===== src/rtl/memory_arbiter_if.sv =====
// Bundle of the fetch port, data port and memory-controller port of the
// memory arbiter. The master view is the arbiter itself: it takes requests
// and read data in, and drives ready/response and memory command signals out.
// The slave view is the environment around it (requesters plus RAM path).
interface memory_arbiter_if #(
  parameter int DATA_WIDTH = 32
);
  // instruction-fetch port
  logic                  if_req;
  logic [DATA_WIDTH-1:0] if_addr;
  logic                  if_ready;
  logic                  if_resp_valid;
  logic [DATA_WIDTH-1:0] if_resp_data;
  logic                  if_resp_error;
  // load/store port
  logic                  d_req;
  logic                  d_store;
  logic [DATA_WIDTH-1:0] d_addr;
  logic [DATA_WIDTH-1:0] d_wdata;
  logic [1:0]            d_length;
  logic                  d_unsigned;
  logic                  d_ready;
  logic                  d_resp_valid;
  logic [DATA_WIDTH-1:0] d_resp_data;
  logic                  d_resp_error;
  // memory-controller port
  logic [DATA_WIDTH-1:0] mem_addr;
  logic [DATA_WIDTH-1:0] mem_wdata;
  logic [1:0]            mem_length;
  logic                  mem_unsigned;
  logic                  mem_store;
  logic                  mem_load;
  logic [DATA_WIDTH-1:0] mem_rdata;

  modport master (
    input  if_req, if_addr,
    input  d_req, d_store, d_addr, d_wdata, d_length, d_unsigned,
    input  mem_rdata,
    output if_ready, if_resp_valid, if_resp_data, if_resp_error,
    output d_ready, d_resp_valid, d_resp_data, d_resp_error,
    output mem_addr, mem_wdata, mem_length, mem_unsigned, mem_store, mem_load
  );

  modport slave (
    output if_req, if_addr,
    output d_req, d_store, d_addr, d_wdata, d_length, d_unsigned,
    output mem_rdata,
    input  if_ready, if_resp_valid, if_resp_data, if_resp_error,
    input  d_ready, d_resp_valid, d_resp_data, d_resp_error,
    input  mem_addr, mem_wdata, mem_length, mem_unsigned, mem_store, mem_load
  );
endinterface


===== src/rtl/memory_arbiter.sv =====
// memory_arbiter: shares the single memory-controller port between the
// instruction-fetch requester and the load/store unit. Round-robin grant,
// one strobe per transaction, fixed RAM read latency, one transaction in
// flight. Request fields are latched at accept and drive the memory port
// until the next accept so downstream read-data alignment sees them stable.
module memory_arbiter #(
  parameter int DATA_WIDTH  = 32,
  parameter int RAM_LATENCY = 1   // 1..4
) (
  input  logic             clk,
  input  logic             reset,
  memory_arbiter_if.master bus
);

  typedef enum logic [1:0] {
    IDLE   = 2'd0,
    ACCESS = 2'd1,
    WAIT   = 2'd2
  } state_t;

  localparam logic       OWNER_FETCH = 1'b0;
  localparam logic       OWNER_DATA  = 1'b1;
  localparam logic [2:0] CNT_INIT    = 3'(RAM_LATENCY - 1);

  state_t                state_reg;
  logic [DATA_WIDTH-1:0] addr_reg;
  logic [DATA_WIDTH-1:0] wdata_reg;
  logic [1:0]            length_reg;
  logic                  unsigned_reg;
  logic                  store_reg;
  logic                  owner_reg;
  logic                  last_grant_reg;
  logic [2:0]            cnt_reg;

  logic grant_fetch;
  logic grant_data;
  logic misaligned;
  logic resp_valid;
  logic resp_error;
  logic [DATA_WIDTH-1:0] resp_data;

  // Round-robin choice: a lone requester wins, on a tie the port not granted last wins.
  always_comb begin
    grant_fetch = bus.if_req && (!bus.d_req || (last_grant_reg == OWNER_DATA));
    grant_data  = bus.d_req && !grant_fetch;
  end

  // Alignment/legality of the latched request; length 2 is never legal.
  always_comb begin
    misaligned = (length_reg == 2'd2) ||
                 ((length_reg == 2'd1) && addr_reg[0]) ||
                 ((length_reg == 2'd3) && (addr_reg[1:0] != 2'b00));
  end

  // Sequencer: accept in IDLE, strobe in ACCESS, count down the RAM latency in WAIT.
  always_ff @(posedge clk or posedge reset) begin
    if (reset) begin
      state_reg      <= IDLE;
      addr_reg       <= '0;
      wdata_reg      <= '0;
      length_reg     <= 2'd0;
      unsigned_reg   <= 1'b0;
      store_reg      <= 1'b0;
      owner_reg      <= OWNER_FETCH;
      last_grant_reg <= OWNER_DATA;  // fetch wins the first tie
      cnt_reg        <= 3'd0;
    end else begin
      case (state_reg)
        IDLE: begin
          if (grant_fetch) begin
            addr_reg       <= bus.if_addr;
            wdata_reg      <= '0;
            length_reg     <= 2'd3;
            unsigned_reg   <= 1'b1;
            store_reg      <= 1'b0;
            owner_reg      <= OWNER_FETCH;
            last_grant_reg <= OWNER_FETCH;
            state_reg      <= ACCESS;
          end else if (grant_data) begin
            addr_reg       <= bus.d_addr;
            wdata_reg      <= bus.d_wdata;
            length_reg     <= bus.d_length;
            unsigned_reg   <= bus.d_unsigned;
            store_reg      <= bus.d_store;
            owner_reg      <= OWNER_DATA;
            last_grant_reg <= OWNER_DATA;
            state_reg      <= ACCESS;
          end
        end
        ACCESS: begin
          if (misaligned || store_reg) begin
            state_reg <= IDLE;
          end else begin
            cnt_reg   <= CNT_INIT;
            state_reg <= WAIT;
          end
        end
        WAIT: begin
          if (cnt_reg != 3'd0) begin
            cnt_reg <= cnt_reg - 3'd1;
          end else begin
            state_reg <= IDLE;
          end
        end
        default: state_reg <= IDLE;
      endcase
    end
  end

  // Strobes and response decode; read data is passed straight through in the last WAIT cycle.
  always_comb begin
    resp_valid    = 1'b0;
    resp_error    = 1'b0;
    resp_data     = '0;
    bus.mem_load  = 1'b0;
    bus.mem_store = 1'b0;
    case (state_reg)
      ACCESS: begin
        if (misaligned) begin
          resp_valid = 1'b1;
          resp_error = 1'b1;
        end else if (store_reg) begin
          bus.mem_store = 1'b1;
          resp_valid    = 1'b1;
        end else begin
          bus.mem_load = 1'b1;
        end
      end
      WAIT: begin
        if (cnt_reg == 3'd0) begin
          resp_valid = 1'b1;
          resp_data  = bus.mem_rdata;
        end
      end
      default: ;
    endcase
  end

  // Ready only in IDLE (masked while reset is held); responses steered to the owner only.
  always_comb begin
    bus.if_ready      = !reset && (state_reg == IDLE) && grant_fetch;
    bus.d_ready       = !reset && (state_reg == IDLE) && grant_data;
    bus.if_resp_valid = resp_valid && (owner_reg == OWNER_FETCH);
    bus.if_resp_error = resp_error && (owner_reg == OWNER_FETCH);
    bus.if_resp_data  = (owner_reg == OWNER_FETCH) ? resp_data : '0;
    bus.d_resp_valid  = resp_valid && (owner_reg == OWNER_DATA);
    bus.d_resp_error  = resp_error && (owner_reg == OWNER_DATA);
    bus.d_resp_data   = (owner_reg == OWNER_DATA) ? resp_data : '0;
    bus.mem_addr      = addr_reg;
    bus.mem_wdata     = wdata_reg;
    bus.mem_length    = length_reg;
    bus.mem_unsigned  = unsigned_reg;
  end

endmodule


===== src/flat_wrapper.sv =====
// flat-port wrapper written by rule: the top's interface ports become plain ports
module memory_arbiter_flat 
#(
  parameter int DATA_WIDTH  = 32,
  parameter int RAM_LATENCY = 1          
)
  (clk, reset, bus_if_req, bus_if_addr, bus_d_req, bus_d_store, bus_d_addr, bus_d_wdata, bus_d_length, bus_d_unsigned, bus_mem_rdata, bus_if_ready, bus_if_resp_valid, bus_if_resp_data, bus_if_resp_error, bus_d_ready, bus_d_resp_valid, bus_d_resp_data, bus_d_resp_error, bus_mem_addr, bus_mem_wdata, bus_mem_length, bus_mem_unsigned, bus_mem_store, bus_mem_load);
  memory_arbiter_if #(.DATA_WIDTH(DATA_WIDTH)) bus_i ();
  input  logic clk;
  input  logic reset;
  input wire logic [$bits(bus_i.if_req)-1:0] bus_if_req;
  input wire logic [$bits(bus_i.if_addr)-1:0] bus_if_addr;
  input wire logic [$bits(bus_i.d_req)-1:0] bus_d_req;
  input wire logic [$bits(bus_i.d_store)-1:0] bus_d_store;
  input wire logic [$bits(bus_i.d_addr)-1:0] bus_d_addr;
  input wire logic [$bits(bus_i.d_wdata)-1:0] bus_d_wdata;
  input wire logic [$bits(bus_i.d_length)-1:0] bus_d_length;
  input wire logic [$bits(bus_i.d_unsigned)-1:0] bus_d_unsigned;
  input wire logic [$bits(bus_i.mem_rdata)-1:0] bus_mem_rdata;
  output wire logic [$bits(bus_i.if_ready)-1:0] bus_if_ready;
  output wire logic [$bits(bus_i.if_resp_valid)-1:0] bus_if_resp_valid;
  output wire logic [$bits(bus_i.if_resp_data)-1:0] bus_if_resp_data;
  output wire logic [$bits(bus_i.if_resp_error)-1:0] bus_if_resp_error;
  output wire logic [$bits(bus_i.d_ready)-1:0] bus_d_ready;
  output wire logic [$bits(bus_i.d_resp_valid)-1:0] bus_d_resp_valid;
  output wire logic [$bits(bus_i.d_resp_data)-1:0] bus_d_resp_data;
  output wire logic [$bits(bus_i.d_resp_error)-1:0] bus_d_resp_error;
  output wire logic [$bits(bus_i.mem_addr)-1:0] bus_mem_addr;
  output wire logic [$bits(bus_i.mem_wdata)-1:0] bus_mem_wdata;
  output wire logic [$bits(bus_i.mem_length)-1:0] bus_mem_length;
  output wire logic [$bits(bus_i.mem_unsigned)-1:0] bus_mem_unsigned;
  output wire logic [$bits(bus_i.mem_store)-1:0] bus_mem_store;
  output wire logic [$bits(bus_i.mem_load)-1:0] bus_mem_load;
  assign bus_i.if_req = bus_if_req;
  assign bus_i.if_addr = bus_if_addr;
  assign bus_i.d_req = bus_d_req;
  assign bus_i.d_store = bus_d_store;
  assign bus_i.d_addr = bus_d_addr;
  assign bus_i.d_wdata = bus_d_wdata;
  assign bus_i.d_length = bus_d_length;
  assign bus_i.d_unsigned = bus_d_unsigned;
  assign bus_i.mem_rdata = bus_mem_rdata;
  assign bus_if_ready = bus_i.if_ready;
  assign bus_if_resp_valid = bus_i.if_resp_valid;
  assign bus_if_resp_data = bus_i.if_resp_data;
  assign bus_if_resp_error = bus_i.if_resp_error;
  assign bus_d_ready = bus_i.d_ready;
  assign bus_d_resp_valid = bus_i.d_resp_valid;
  assign bus_d_resp_data = bus_i.d_resp_data;
  assign bus_d_resp_error = bus_i.d_resp_error;
  assign bus_mem_addr = bus_i.mem_addr;
  assign bus_mem_wdata = bus_i.mem_wdata;
  assign bus_mem_length = bus_i.mem_length;
  assign bus_mem_unsigned = bus_i.mem_unsigned;
  assign bus_mem_store = bus_i.mem_store;
  assign bus_mem_load = bus_i.mem_load;
  memory_arbiter #(.DATA_WIDTH(DATA_WIDTH), .RAM_LATENCY(RAM_LATENCY)) u_core (.clk(clk), .reset(reset), .bus(bus_i));
endmodule

===== config.mk =====
export PLATFORM = sky130hd
export DESIGN_NAME = memory_arbiter_flat
export DESIGN_NICKNAME = d
export VERILOG_FILES = /design/src/rtl/memory_arbiter_if.sv /design/src/rtl/memory_arbiter.sv /design/src/flat_wrapper.sv
export SDC_FILE = /design/constraint.sdc
export NUM_CORES = 1
export LEC_CHECK = 0
export CAP_MARGIN = 20
export CORE_AREA = 2 2 107 109
export DETAILED_ROUTE_END_ITERATION = 8
export DIE_AREA = 0 0 109 111
export GPL_ROUTABILITY_DRIVEN = 1
export GPL_TIMING_DRIVEN = 0
export PLACE_DENSITY = 0.83
export SLEW_MARGIN = 30
export SYNTH_ARGS = -nofsm -noshare
export SYNTH_HDL_FRONTEND = slang
export SYNTH_SLANG_ARGS = --single-unit

===== constraint.sdc =====
create_clock -name clk -period 3.9 [get_ports clk]
set_clock_uncertainty 0.1 [all_clocks]
set_input_delay 0.78 -clock clk [delete_from_list [all_inputs] [get_ports clk]]
set_output_delay 0.78 -clock clk [all_outputs]
set_load 0.02 [all_outputs]

==> metrics.md <==
| Metric | Value |
|---|---|
| Outcome | complete, no violations |
| FMAX | 271.2 MHz |
| First-pass GRT wire length | 21.51 mm |
| RR Endpoint | u_core.bus.mem_addr[5] |
| Antenna violations before repair | 6 |
| Post-CTS Hold Buffers | 0 |
| Ys flop type | dfrtp_1 |
| Post-CTS setup buffer count | 0 |
| Max rail drop VDD | 0.0004694 V |
| TritonCTS Sinks | 75 |
| RSZ-0062 raised after global routing | no |
| Worst Tran Pin Value | 0.5361 ns |
| Layout cells sized above 1 | 7.199% |
| Leakage power | 3.050 nW |
| Routed WL | 14.52 mm |
| Area grow syn2layout | 86.94% |
| Final slew viol count | 0 |
| Finished Cell Area | 0.007019 mm² |
| RR Startpoint | u_core.state_reg[0] |
| Buffers on Ports | 274 |
| Worst setup path startpoint | u_core.state_reg[0] |
| WL/cell | 18.47 µm |
| Maximum fanout along the worst path | 10 |
| Total Routing Usage GR | 24.10% |
| Setup crit end kind | primary output |
| Final period util | 94.54% |
| Reg2reg path depth | 7 |
| Most frequent cells in the layout | 274 x clkdlybuf4s50_1, 74 x dfrtp_1, 64 x and2_1 |
| Residual DRC | 0 |
| Top cell type's share of synthesized area | 49.32% |
| Post-synth EDFFs | 0 |
| Gpl congestion | 0.7945 |
| Num ports | 275 |
| Initial core utilization | 33.90% |
| Worst path max stage delay | 0.62 ns |
| Initial DRC count | 106 |
| Dpl cell area | 0.006706 mm² |
| Most common cell after layout, fill and taps aside | clkdlybuf4s50_1 |
| Nets@finish | 775 |
| Num CTS Buffers | 9 |
| Max-cap viol count | 0 |
| Post_cts resized | 0 |
| Ys Warns | 0 |
| Sequential share of the synthesized area | 50.02% |
| Synth async-reset ratio | 100.0% |
| Synth Cell Area | 0.003755 mm² |
| Worst path cell trace | inv_1 -> ha_1 -> nand2_1 -> nor3_1 -> clkbuf_1 -> and2_1 -> clkdlybuf4s50_1 |
| CORE AREA | 0.01108 mm² |
| Worst Hold Class | flop to flop |
| Worst EP required | 3.02 ns |
| Final hold viol count | 0 |
| Longest Clk Path Bufs | 2 |
| DR vias | 3,781 |
| Slew HR | 63.99% |
| Post-route setup TNS | 0 ns |
| Pwr dens | 722.2 mW/mm² |
| Antenna-violating nets left | 0 |
| H-Tree Depth | 3 |
| Yosys top cell by area | dfrtp_1 |
| Crit path DAT | 2.81 ns |
| DRT Pass-1 Iters | 4 |
| Hpwl dp | 11.84 mm |
| WHS | 0.3767 ns |
| CTS tree | done |
| DR vias/cell | 4.810 |
| #FFs+latches synth | 75 |
| Total grt overflow | 0 |
| Synth cell types | 38 |
| Die area | 0.01210 mm² |
| CP Launch Type | flop |
| Largest net degree at the start of global routing | 47 |
| Skew-Pair Late Insertion Delay | 0.34 ns |
| Crit path kind | flop to primary output |
| Cell count after synthesis | 348 |
| Die Y | 111 µm |
| Syn Nets | 489 |
| Worst path slowest cell | clkdlybuf4s50_1 |
| Clock root buffer | clkbuf_16 |
| Clock-pin slew on the worst setup and hold paths | 0.06 ns |
| Layout Utilization | 63.37% |
| Avg Cell Area, Syn | 10.79 µm² |
| CP endpoint | bus_if_resp_data[0] |
| Worst reg-to-reg setup slack | 2.05 ns |
| Number of global-route vias before repair | 4,000 |
| Row Count | 39 |
| Period minus WS final | 3.687 ns |
| Filler cell count | 874 |
| Chip width | 109 µm |
| Main area contributors after synthesis | dfrtp_1 49%, and2_1 11%, mux2i_1 9.1% |
| Final setup viols | 0 |
[where the power goes]
group / switching, mW / internal (mW) / total [mW]
logic: 1.49 / 1.35 / 2.84
clock network: 0.336 / 0.512 / 0.848
registers: 0.231 / 1.15 / 1.38
total: 2.06 / 3.01 / 5.07
[through the flow]
stage / instances / setup WS [ns] / power (mW)
floorplan: 348 / 1.112 / 2.892
global placement: 765 / -0.1030 / 4.149
detailed placement: 766 / 0.3227 / 4.231
CTS: 782 / 0.1769 / 5.106
global route: 783 / 0.02219 / 5.345
finish: 786 / 0.2130 / 5.069
[synthesized netlist by cell type, types with 2 or more instances]
| cell type | count |
|---|---|
| clkbuf_1 | 12 |
| o22a_1 | 3 |
| o21ai_0 | 5 |
| ha_1 | 5 |
| dfrtp_1 | 74 |
| o21ai_2 | 10 |
| a22o_1 | 34 |
| nor3_1 | 3 |
| nor2_1 | 4 |
| o21ai_1 | 20 |
| and2_1 | 64 |
| nand2_1 | 37 |
| inv_1 | 9 |
| buf_6 | 3 |
| a211oi_1 | 2 |
| and3_1 | 2 |
| mux2i_1 | 34 |
| buf_2 | 5 |
| buf_12 | 2 |
| nand2b_1 | 2 |
[metal layers]
| metal | global-route usage [%] | up-vias | wire length [µm] |
|---|---|---|---|
| li1 | - | 1786 | - |
| met1 | 22.58 | 1766 | 4878 |
| met2 | 43.60 | 192 | 7456 |
| met3 | 11.17 | 33 | 1656 |
| met4 | 10.68 | 4 | 484 |
| met5 | 0 | - | 40 |
[how the worst min path moves through the flow]
stage	startpoint	endpoint	slack, ns	cells after the start
floorplan	u_core.last_grant_reg	u_core.last_grant_reg	0.36	2
global placement	u_core.bus.mem_addr[6]	u_core.bus.mem_addr[6]	0.36	2
detailed placement	u_core.bus.mem_addr[30]	u_core.bus.mem_addr[30]	0.37	2
CTS	u_core.bus.mem_addr[30]	u_core.bus.mem_addr[30]	0.38	2
global route	u_core.bus.mem_addr[14]	u_core.bus.mem_addr[14]	0.41	2
finish	u_core.bus.mem_addr[30]	u_core.bus.mem_addr[30]	0.38	2
[worst max-delay path, delay by kind of cell, from the launching register on]
kind                     cells  cell delay, ns
buffers and inverters        3            1.06
AND/OR/NAND/NOR              3            0.77
flip-flops                   1            0.38
adder cells (fa/ha/maj)      1            0.26
[logic make-up after synthesis]
family          Yosys count  synth area share (%)
mux                      35                 9.364
flops                    75                 50.02
compound gates           82                 16.69
fa+ha+maj                 5                 1.666
buf+inv                  33                 5.231
simple gates            118                 17.03
[cell type report]
type | instances | area (µm²) | share of cell area (%)
timing repair buffer | 275 | 2770 | 39.47
antenna | 4 | 10.01 | 0.1426
clock buffer | 10 | 239.0 | 3.405
clock inverter | 6 | 63.81 | 0.9091
tap | 143 | 178.9 | 2.549
inverter | 10 | 40.04 | 0.5704
sequential | 75 | 1878 | 26.76
buffer | 23 | 158.9 | 2.264
multi-input combinational | 240 | 1680 | 23.94
Power figures use the tool's default switching activity.
==> edit 1, RTL diff (config.mk and constraints unchanged) <==
`DATA_WIDTH` is set to 32 in 3 places; all go to 16.
--- a/src/rtl/memory_arbiter_if.sv
+++ b/src/rtl/memory_arbiter_if.sv
@@ -3,7 +3,7 @@
 // and read data in, and drives ready/response and memory command signals out.
 // The slave view is the environment around it (requesters plus RAM path).
 interface memory_arbiter_if #(
-  parameter int DATA_WIDTH = 32
+  parameter int DATA_WIDTH = 16
 );
   // instruction-fetch port
   logic                  if_req;
--- a/src/rtl/memory_arbiter.sv
+++ b/src/rtl/memory_arbiter.sv
@@ -4,7 +4,7 @@
 // flight. Request fields are latched at accept and drive the memory port
 // until the next accept so downstream read-data alignment sees them stable.
 module memory_arbiter #(
-  parameter int DATA_WIDTH  = 32,
+  parameter int DATA_WIDTH  = 16,
   parameter int RAM_LATENCY = 1   // 1..4
 ) (
   input  logic             clk,
--- a/src/flat_wrapper.sv
+++ b/src/flat_wrapper.sv
@@ -1,7 +1,7 @@
 // flat-port wrapper written by rule: the top's interface ports become plain ports
 module memory_arbiter_flat 
 #(
-  parameter int DATA_WIDTH  = 32,
+  parameter int DATA_WIDTH  = 16,
   parameter int RAM_LATENCY = 1          
 )
   (clk, reset, bus_if_req, bus_if_addr, bus_d_req, bus_d_store, bus_d_addr, bus_d_wdata, bus_d_length, bus_d_unsigned, bus_mem_rdata, bus_if_ready, bus_if_resp_valid, bus_if_resp_data, bus_if_resp_error, bus_d_ready, bus_d_resp_valid, bus_d_resp_data, bus_d_resp_error, bus_mem_addr, bus_mem_wdata, bus_mem_length, bus_mem_unsigned, bus_mem_store, bus_mem_load);
Ports: changed (8 resized); port bits go from 275 to 147. No check against the original RTL was run, so the function may have changed too.
==> edit 1 against the original RTL <==
  * Final cell count is 36% lower
  * Sequential cell count is 32 lower
  * Sequential power fell by 42%
  * Hold slack got worse by 2.5 ps
  * Critical endpoint is now bus_if_ready
  * Setup slack improved by 210 ps
  * Total power is 42% lower
  * Design area is 43% lower
  * Maximum frequency rose by 6.0%
  * Highest routed layer is now met4
  * Area after synthesis is 42% lower
  * Routed wire length shrank 52%
  * Sequential share of layout area fell by 0.058 points
  * Count of clock-buffer cells in the layout down 4
  * Via count is 43% lower
==> edit 1: results (changes against the original RTL) <==
* H-Tree Depth at 2 (-1)
* Setup crit end: bus_if_ready
* Global-route wire length before repair at 11100 um (-48%)
* Static Leak at 0.00174 uW (-43%)
* Pin count of the biggest net entering global routing at 24 (-49%)
* R2R setup slack at 2080 ps (+30 ps)
* Num CTS Buffers at 5 (-4)
* Post-synthesis mux area share at 0.0890 (-0.00465)
* VDD IR-drop max at 0.000300 V (-36%)
* Clock buffers at 6 (-4)
* Iter 0 DRT Violations at 104 (-1.9%)
* Yosys cell types at 34 (-11%)
* R2R depth at 5 (-2)
* Hpwl dp at 5710 um (-52%)
* NonClk Buf Share at 0.384 (-0.0337)
* Non-clk bufs at 158 (-47%)
* # fillers at 1113 (+27%)
* R2r startpoint: u_core.state_reg[1]
* Synthesized area per cell at 10.5 um2 (-2.3%)
* Seq/Total Area, Yosys at 0.491 (-0.00901)
* Routability cong. at 0.736 (-7.3%)
* Outcome: finished, final reports clean
* Top cells by area, synth: dfrtp_1 48%, and2_1 9.1%, mux2i_1 8.2%
* Area of the multi-input gates at 1020 um2 (-39%)
* Final min period at 3480 ps (-207 ps)
* Total Nets Final at 439 (-43%)
==> edit 1: how the worst min path moves through the flow <==
stage,start,end,slack (ps),cells past startpoint
2_1_floorplan,u_core.last_grant_reg,u_core.last_grant_reg,350,2
3_3_place_gp,u_core.last_grant_reg,u_core.last_grant_reg,360,2
3_5_place_dp,u_core.last_grant_reg,u_core.last_grant_reg,360,2
4_1_cts,u_core.last_grant_reg,u_core.last_grant_reg,380,2
5_1_grt,u_core.last_grant_reg,u_core.last_grant_reg,390,2
6_report,u_core.last_grant_reg,u_core.last_grant_reg,370,2
==> edit 1: cell families (layout without fill, tap and decap cells) <==
group           after synthesis  count (layout)
mux                          19              19
fa+ha+maj                     5               5
simple gates                 70              70
compound gates               50              50
buf+inv                      21             176
flops                        43              43
==> edit 1: per-stage QoR <==
stage / area, um2 / total power (uW)
CTS: 4040 / 2960
detailed placement: 3860 / 2450
global route: 4040 / 3110
floorplan: 2190 / 1700
global placement: 3830 / 2400
finish: 4040 / 2920
==> edit 1: worst reg2reg max path: cells and delay by family, from the launching register on <==
| family | cells | cell delay, ps |
|---|---|---|
| buffers and inverters | 2 | 510 |
| AOI/OAI and AO/OA | 2 | 410 |
| adders and majority gates | 1 | 270 |
| DFF | 1 | 370 |
==> edit 1: routing by layer <==
metal	vias to the layer above	routed length [um]	GRT usage
li1	1025	-	-
met1	1004	2680	0.124
met2	98	3530	0.214
met3	10	691	0.0347
met4	0	121	0.0316
met5	-	0	0
==> edit 1: where the power goes <==
part | internal [uW] | switching (uW) | total [uW]
clock network | 318 | 170 | 489
registers | 661 | 136 | 797
logic | 776 | 858 | 1630
==> edit 2, RTL diff (same flow settings) <==
Made on the original files. Reset style: synchronous (`reset`), changed in one clocked block.
--- a/src/rtl/memory_arbiter.sv
+++ b/src/rtl/memory_arbiter.sv
@@ -53,7 +53,7 @@
   end
 
   // Sequencer: accept in IDLE, strobe in ACCESS, count down the RAM latency in WAIT.
-  always_ff @(posedge clk or posedge reset) begin
+  always_ff @(posedge clk) begin
     if (reset) begin
       state_reg      <= IDLE;
       addr_reg       <= '0;
Check against the original RTL: differs if reset is asserted again (counterexample within 4 cycles, from zero or initial values and one cycle with reset high); with reset held inactive, the same outputs for 4 cycles.
==> edit 2 against the original RTL <==
  * Setup slack improved by 74 ps
  * Routed wire length decreased by 13%
  * Synthesized cell count increased by 6.0%
  * Sequential cell count unchanged
  * Area after synthesis decreased by 2.4%
  * Design area decreased by 1.9%
  * Critical endpoint is now bus_d_resp_data[11]
  * Largest cell class unchanged
Power is not compared: it rests on default switching activity, and its combinational part moved more than twofold at a synthesized area within 25%.
==> edit 2: results (changes against the original RTL) <==
* Yosys cell types at 38 (unchanged)
* Number of flops mapped to enable cells by yosys at 0 (unchanged)
* Clock buffer depth at 2 (unchanged)
* Primary FF master, synth: dfxtp_1
* VDD IR-drop max at 0.000294 V
* Reg clk slew, reported paths at 60 ps (about the same)
* Post-cts sizing count at 0 (unchanged)
* Clk_lat worst skew at 330 ps
* Wire length per cell at 15.8 um (-14%)
* CP top delay family: buffers and inverters
* Hpwl dp at 10200 um (-13%)
* Worst Path Max Fanout at 10 (unchanged)
* Top cells by area, synth: dfxtp_1 41%, and2_1 11%, a211oi_2 9.9%
* Num CTS Buffers at 9 (unchanged)
* Ys Warns at 0 (unchanged)
* Total gr overflow at 0 (unchanged)
* Tot GR Track Use at 0.204 (-0.0374)
* Root Buffer: clkbuf_16
* Iter 0 DRT Violations at 137 (+29%)
* Vias in the first global route at 4045 (+1.1%)
* Post-synth top cells: 75 x dfxtp_1, 66 x and2_1, 45 x nor2_1
* Post-Place Cell Area at 6590 um2 (-1.8%)
* CP Launch Type: flop
* Min-delay worst type: flop to flop
* Total Nets Final at 795 (+2.6%)
* Hold_sp: u_core.bus.mem_wdata[15]
* # Post-CTS Setup Buffers at 0 (unchanged)
* H-Tree Depth at 3 (unchanged)
* Ant diodes at 0 (-4)
* Worst hold endpoint: u_core.bus.mem_wdata[15]
* Worst EP arrival at 2730 ps (-80 ps)
* Routability cong. at 0.804 (+1.2%)
* Post-synthesis async set-or-reset flop share at 0 (-1.00)
* R2R setup slack at 2080 ps (+30 ps)
* Worst path max stage delay at 620 ps (about the same)
* Static Leak at 0.00272 uW
* Worst hold stages at 1 (-1)
* Layout cells sized above 1 at 0.105 (+0.0327)
* Vias per cell at 4.83 (+0.34%)
* R2r startpoint: u_core.state_reg[0]
* Seq/Total Area, Yosys at 0.410 (-0.0905)
* Drt pass-1 iters at 4 (unchanged)
* Pin count of the biggest net entering global routing at 18 (-62%)
* IO Port Bufs at 274 (unchanged)
* Number of routed nets with antenna violations at 0 (unchanged)
* Post-synthesis net count at 510 (+4.3%)
* R2R depth at 6 (-1)
* Reg2reg end: u_core.cnt_reg[0]
* Outcome: finished, final reports clean
* Initial antenna violation count at 0 (-6)
* Global-route wire length before repair at 19700 um (-8.6%)
* CP max stage cell: clkdlybuf4s50_1
* # fillers at 933 (+6.8%)
* Worst slew pin tran at 728 ps (+192 ps)
edit 2: cell count changes after synthesis, sizes merged, moves of 10 or more:
cell,change
dfrtp,-74
buf,+10
nand2,-34
nor2,+42
o21ai,-34
dfxtp,+75
a211oi,+31
edit 2: kinds of logic (layout without fill, tap and decap cells):
group,Yosys count,in the layout,synth area share
AOI/OAI and AO/OA,84,84,0.225
adders and majority gates,5,5,0.0171
and+or+nand+nor,135,135,0.201
buffers and inverters,37,327,0.0574
DFF,75,75,0.410
muxes,33,33,0.0901
edit 2: routing by layer:
| layer | track usage | routed length, um | up-vias |
|---|---|---|---|
| met5 | 0 | 0 | - |
| met4 | 0.0667 | 246 | 0 |
| met2 | 0.355 | 6180 | 190 |
| met3 | 0.0788 | 1460 | 17 |
| met1 | 0.223 | 4790 | 1794 |
| li1 | - | - | 1870 |
edit 2: worst max path at each step:
| stage | endpoint | slack [ps] | depth (start not counted) |
|---|---|---|---|
| 2_1_floorplan | bus_if_ready | 1320 | 3 |
| 3_3_place_gp | bus_d_ready | 350 | 6 |
| 3_5_place_dp | bus_d_ready | 290 | 6 |
| 4_1_cts | bus_d_resp_data[11] | 270 | 7 |
| 5_1_grt | bus_if_resp_data[20] | 70 | 7 |
| 6_report | bus_d_resp_data[11] | 290 | 7 |
edit 2: worst reg2reg max path, cell delays in order (launching register included):
cell	delay (ps)
dfxtp_1	370
inv_1	70
ha_1	290
nand3b_1	200
and2_1	210
a21boi_1	320
o31ai_1	130
edit 2: through the flow:
step	worst slack (ps)	cells	hold WS (ps)
2_1_floorplan	1320	369	359
3_3_place_gp	348	786	356
3_5_place_dp	294	786	356
4_1_cts	272	802	380
5_1_grt	66.8	802	391
6_report	287	802	379
edit 2: final cells by class:
class                   instances  area [um2]  share of cell area
repair buffers                274        2740               0.398
clock buffers                   9         225              0.0327
flip-flops and latches         75        1500               0.218
inverters                       8        30.0             0.00436
plain buffers                  29         180              0.0262
clock inverters                 7        75.1              0.0109
multi-input cells             257        1950               0.284
well taps                     143         179              0.0260
edit 2: where the power goes:
group	internal (uW)	leakage, uW	switching [uW]
clock	454	0.000145	365
sequential	844	0.000617	46.4
combinational	415	0.00195	387
total	1710	0.00272	798
